File: src/rtl/shift_pkg.sv
// rtl/shift_pkg.sv - shared state encoding and mode constants for the left shifter
package shift_pkg;

   typedef enum logic [1:0] {
      IDLE  = 2'd0,
      SHIFT = 2'd1,
      DONE  = 2'd2
   } state_e;

   localparam logic MODE_LOGICAL = 1'b0;
   localparam logic MODE_ROTATE  = 1'b1;

endpackage

File: src/rtl/shl_step.sv
// rtl/shl_step.sv - combinational single-bit left step (logical or rotate)
// Overflow output only exists when SHL_OVERFLOW_FLAG_EN is defined.
module shl_step
   import shift_pkg::*;
#(
   parameter int WIDTH = 4
) (
   input  logic [WIDTH-1:0] value_i,
   input  logic             mode_i,
`ifdef SHL_OVERFLOW_FLAG_EN
   output logic             ovf_o,
`endif
   output logic [WIDTH-1:0] shifted_o
);

   logic fill_bit;

   // Rotate feeds the outgoing MSB back into bit 0; logical fills with zero.
   assign fill_bit  = (mode_i == MODE_ROTATE) ? value_i[WIDTH-1] : 1'b0;
   assign shifted_o = {value_i[WIDTH-2:0], fill_bit};

`ifdef SHL_OVERFLOW_FLAG_EN
   // Sign bit changes on this step: signed arithmetic-left overflow.
   assign ovf_o = (mode_i == MODE_LOGICAL) && (value_i[WIDTH-1] != value_i[WIDTH-2]);
`endif

endmodule

File: src/rtl/seq_left_shifter.sv
// rtl/seq_left_shifter.sv - multi-cycle left shifter/rotator, one bit per clock
// Optional sticky overflow flag enabled by SHL_OVERFLOW_FLAG_EN.
module seq_left_shifter
   import shift_pkg::*;
#(
   parameter int WIDTH   = 4,
   parameter int SHAMT_W = 3
) (
   input  logic               clk,
   input  logic               rst_n,
   input  logic               start,
   input  logic               mode,
   input  logic [WIDTH-1:0]   in,
   input  logic [SHAMT_W-1:0] amount,
   output logic [WIDTH-1:0]   out,
   output logic               busy,
`ifdef SHL_OVERFLOW_FLAG_EN
   output logic               ovf,
`endif
   output logic               done
);

   state_e               state_q, state_d;
   logic [WIDTH-1:0]     out_q, out_d;
   logic [SHAMT_W-1:0]   count_q, count_d;
   logic                 mode_q, mode_d;
   logic [WIDTH-1:0]     step_value;
`ifdef SHL_OVERFLOW_FLAG_EN
   logic                 ovf_q, ovf_d;
   logic                 step_ovf;
`endif

   shl_step #(
      .WIDTH (WIDTH)
   ) u_step (
      .value_i   (out_q),
      .mode_i    (mode_q),
`ifdef SHL_OVERFLOW_FLAG_EN
      .ovf_o     (step_ovf),
`endif
      .shifted_o (step_value)
   );

   always_ff @(posedge clk or negedge rst_n) begin
      if (!rst_n) begin
         state_q <= IDLE;
         out_q   <= '0;
         count_q <= '0;
         mode_q  <= MODE_LOGICAL;
`ifdef SHL_OVERFLOW_FLAG_EN
         ovf_q   <= 1'b0;
`endif
      end else begin
         state_q <= state_d;
         out_q   <= out_d;
         count_q <= count_d;
         mode_q  <= mode_d;
`ifdef SHL_OVERFLOW_FLAG_EN
         ovf_q   <= ovf_d;
`endif
      end
   end

   always_comb begin
      state_d = state_q;
      out_d   = out_q;
      count_d = count_q;
      mode_d  = mode_q;
`ifdef SHL_OVERFLOW_FLAG_EN
      ovf_d   = ovf_q;
`endif
      case (state_q)
         IDLE: begin
            if (start) begin
               out_d   = in;
               count_d = amount;
               mode_d  = mode;
`ifdef SHL_OVERFLOW_FLAG_EN
               ovf_d   = 1'b0;
`endif
               // A zero shift still passes through DONE so latency is amount+1.
               state_d = (amount != '0) ? SHIFT : DONE;
            end
         end
         SHIFT: begin
            out_d   = step_value;
            count_d = count_q - SHAMT_W'(1);
`ifdef SHL_OVERFLOW_FLAG_EN
            ovf_d   = ovf_q | step_ovf;
`endif
            if (count_q == SHAMT_W'(1)) begin
               state_d = DONE;
            end
         end
         DONE: begin
            state_d = IDLE;
         end
         default: begin
            state_d = IDLE;
         end
      endcase
   end

   assign out  = out_q;
   assign busy = (state_q == SHIFT);
   assign done = (state_q == DONE);
`ifdef SHL_OVERFLOW_FLAG_EN
   assign ovf  = ovf_q;
`endif

endmodule

File: config.mk
export PLATFORM = sky130hd
export DESIGN_NAME = seq_left_shifter
export DESIGN_NICKNAME = d
export VERILOG_FILES = /design/src/rtl/shift_pkg.sv /design/src/rtl/shl_step.sv /design/src/rtl/seq_left_shifter.sv
export SDC_FILE = /design/constraint.sdc
export NUM_CORES = 1
export LEC_CHECK = 0
export ABC_AREA = 1
export CAP_MARGIN = 20
export CORE_MARGIN = 2
export CORE_UTILIZATION = 40
export CTS_CLUSTER_SIZE = 24
export DETAILED_ROUTE_END_ITERATION = 12
export PLACE_DENSITY = 0.71
export SYNTH_ARGS = -nofsm -noshare
export SYNTH_HDL_FRONTEND = slang
export SYNTH_SLANG_ARGS = --single-unit
File: constraint.sdc
create_clock -name clk -period 0.9 [get_ports clk]
set_input_delay 0.09 -clock clk [delete_from_list [all_inputs] [get_ports clk]]
set_output_delay 0.09 -clock clk [all_outputs]
set_load 0.02 [all_outputs]
==> flow_summary.json <==
{
  "stdcell_count": 143,
  "antenna_found_initial": 0,
  "synth_top_cells_by_area": "dfrtp_1 41%, nand2_1 27%, nand3_1 7.4%",
  "dieArea_sq_um": 1841,
  "cts.sinks": 10,
  "grt_pass1_vias": 662,
  "dpl_worst_slack_ns": -0.3698,
  "gr-usage-all-layers": 0.2157,
  "core_sq_um": 1454,
  "route.detailed.drc": 0,
  "clock.fmax_mhz": 874.7,
  "wl_per_cell_um": 13.35,
  "synth_edf_count": 0,
  "synth_fp_nets": 99,
  "syn_area_sq_um": 605.6,
  "critPathBufInv": 3,
  "n_fill_cell": 96,
  "crit_slowest_cell": "dfrtp_1",
  "reg2regPathDepth": 8,
  "clk_latency_ns": 0.28,
  "port_buffers": 16,
  "start_kind": "flip-flop",
  "gp_congestion": 0.7984,
  "r2r-end": "state_q[1]",
  "cp.depth": 8,
  "yosysWarningCount": 0,
  "fin_skew_ns": 0.0007687,
  "period_share": 1.270,
  "critical_path.cell_chain": "inv_2 -> ha_1 -> inv_1 -> nor2_2 -> nand2_1 -> nand2_2 -> nand2_1 -> inv_1",
  "viasPerCell": 4.916,
  "worstPathArrival_ns": 1.37,
  "totalWireLength_um": 1909,
  "grt_setup_unrepaired": "true",
  "relSlewSlack": 0.8519,
  "die_w_um": 42.91,
  "dpl.hpwl_um": 1109,
  "cts-root-buf": "clkbuf_4",
  "register_area_sq_um": 250.2,
  "maxCapViolCount": 0,
  "syn_area_per_cell_sq_um": 7.042,
  "die_y_um": 42.91,
  "cts_tree": "built",
  "grt_start_max_net_pins": 11,
  "cpLargestDelayFamily": "flip-flops",
  "cts_buffers": 3,
  "slew_violations": 0,
  "ant_nets": 0,
  "rows": 14,
  "cts_buffer_depth": 2,
  "critPathMaxFanout": 2,
  "synth_top_area_frac": 0.4132,
  "synth_cell_types": 14,
  "drive_gt1_frac": 0.4803,
  "crit_path_end": "state_q[1]",
  "grt_pass1_wl_um": 2815,
  "vias": 703,
  "yosysTopAreaCell": "dfrtp_1",
  "netlist_instances": 86,
  "dr.pass1.iters": 4,
  "p_leak_nw": 0.5908,
  "yosys-top-cells-count": "44 x nand2_1, 10 x dfrtp_1, 9 x inv_1, 9 x nand3_1, 3 x nor2_1",
  "power_density_nw_per_um2": 3957,
  "yosys_most_used_dff": "dfrtp_1",
  "violations": "negative setup slack",
  "ys_async_sr_fraction": 1.000,
  "whs_ns": 0.08990,
  "ys_seq_elements": 10,
  "worst_pin_slew_ns": 0.2213,
  "regToRegSetupSlack_ns": -0.24,
  "drt_iter0_markers": 17,
  "cp.required_ns": 1.13,
  "worstSetupStartpoint": "count_q[1]",
  "diodes": 0,
  "placed_cells": 131,
  "synth_most_common_cell": "nand2_1",
  "period_minus_slack_ns": 1.143,
  "status": "finished, violations left",
  "setup_ws_ns": -0.2432,
  "globalRoute.totalOverflow": 0,
  "setup_viol": 13,
  "p_total_mw": 4.317,
  "syn2layout_area_growth_pct": 80.17,
  "path_clk_slew_ns": 0.07,
  "multi_input_comb_area_sq_um": 381.6,
  "path_class": "flip-flop to flip-flop",
  "cp-end-kind": "flip-flop",
  "yosysSeqAreaShare": 0.4132,
  "hold_viol_final": 0,
  "cpPeakStageDelay_ns": 0.39,
  "initial_core_util": 0.4165,
  "htree_levels": 1,
  "hold_path_class": "input port to asynchronous set/reset pin",
  "irDropWorstVdd_mv": 1.827,
  "ioPinCount": 17,
  "reg2reg_from": "count_q[1]",
  "layout.nets": 141
}
==> cell families after synthesis <==
| group | after synthesis | share of synthesized area |
|---|---|---|
| buf+inv | 13 | 0.09711 |
| simple gates | 59 | 0.4132 |
| fa+ha+maj | 2 | 0.04132 |
| flops | 10 | 0.4132 |
| compound gates | 2 | 0.03512 |
==> metrics by stage <==
step	cell area [sq um]	utilization	setup TNS [ns]
2_1_floorplan	605.6	-	-0.4962
3_3_place_gp	879.6	0.6050	-3.136
3_5_place_dp	879.6	0.6050	-3.163
4_1_cts	1011	0.6954	-2.097
5_1_grt	1091	0.7504	-3.143
6_report	1091	0.7504	-2.443
==> worst min path at each step <==
| stage | from | endpoint | slack [ns] | depth (start not counted) |
|---|---|---|---|---|
| global placement | rst_n | count_q[2] | 0.40 | 2 |
| global route | rst_n | state_q[1] | 0.11 | 2 |
| floorplan | rst_n | count_q[0] | -0.21 | 0 |
| finish | rst_n | count_q[2] | 0.09 | 2 |
| CTS | rst_n | state_q[1] | 0.1 | 2 |
| detailed placement | rst_n | count_q[2] | 0.39 | 2 |
==> timing repair <==
| action | CTS | global route |
|---|---|---|
| setup endpoints to repair | 16 | 16 |
| pin swaps | 5 | 12 |
| resized for setup | 51 | 17 |
| hold buffers | 0 | 0 |
| setup buffers | 5 | 4 |
==> per-layer routing <==
| layer | routed length [um] | part of all wire | GRT usage |
|---|---|---|---|
| met3 | 85 | 0.045 | 0.03830 |
| met4 | 83 | 0.043 | 0.1125 |
| met1 | 815 | 0.43 | 0.2527 |
| met2 | 924 | 0.48 | 0.3697 |
| met5 | 0 | 0 | 0 |
==> power breakdown <==
| part | switching [mW] | internal, mW |
|---|---|---|
| sequential | 0.200 | 0.674 |
| combinational | 1.54 | 1.47 |
| clock | 0.185 | 0.247 |
==> cells in the final DEF (no fill, tap or decap) <==
cell type	n
nand2_1	28
buf_4	17
o21ai_2	1
nand2_8	1
nor2_2	2
clkbuf_8	1
inv_2	3
nor2_4	2
inv_4	1
buf_6	10
o21ai_4	1
nand2_2	15
clkdlybuf4s50_1	10
nand3_2	1
ha_4	1
nand3_1	8
nor2_1	1
clkbuf_4	3
ha_1	1
buf_8	1
inv_1	8
dfrtp_1	10
nand2_4	1
==> flip-flops by register name (all words and copies together), names as in the netlist <==
name / count
state_q: 2
out: 4
count_q: 3
mode_q: 1
==> cell type report <==
type                    count  area share
clock buffers               4     0.03326
inverters                  12     0.04358
multi-input cells          63      0.3498
flip-flops and latches     10      0.2294
well taps                  16     0.01835
repair buffers             38      0.3257
Power figures use the tool's default switching activity.
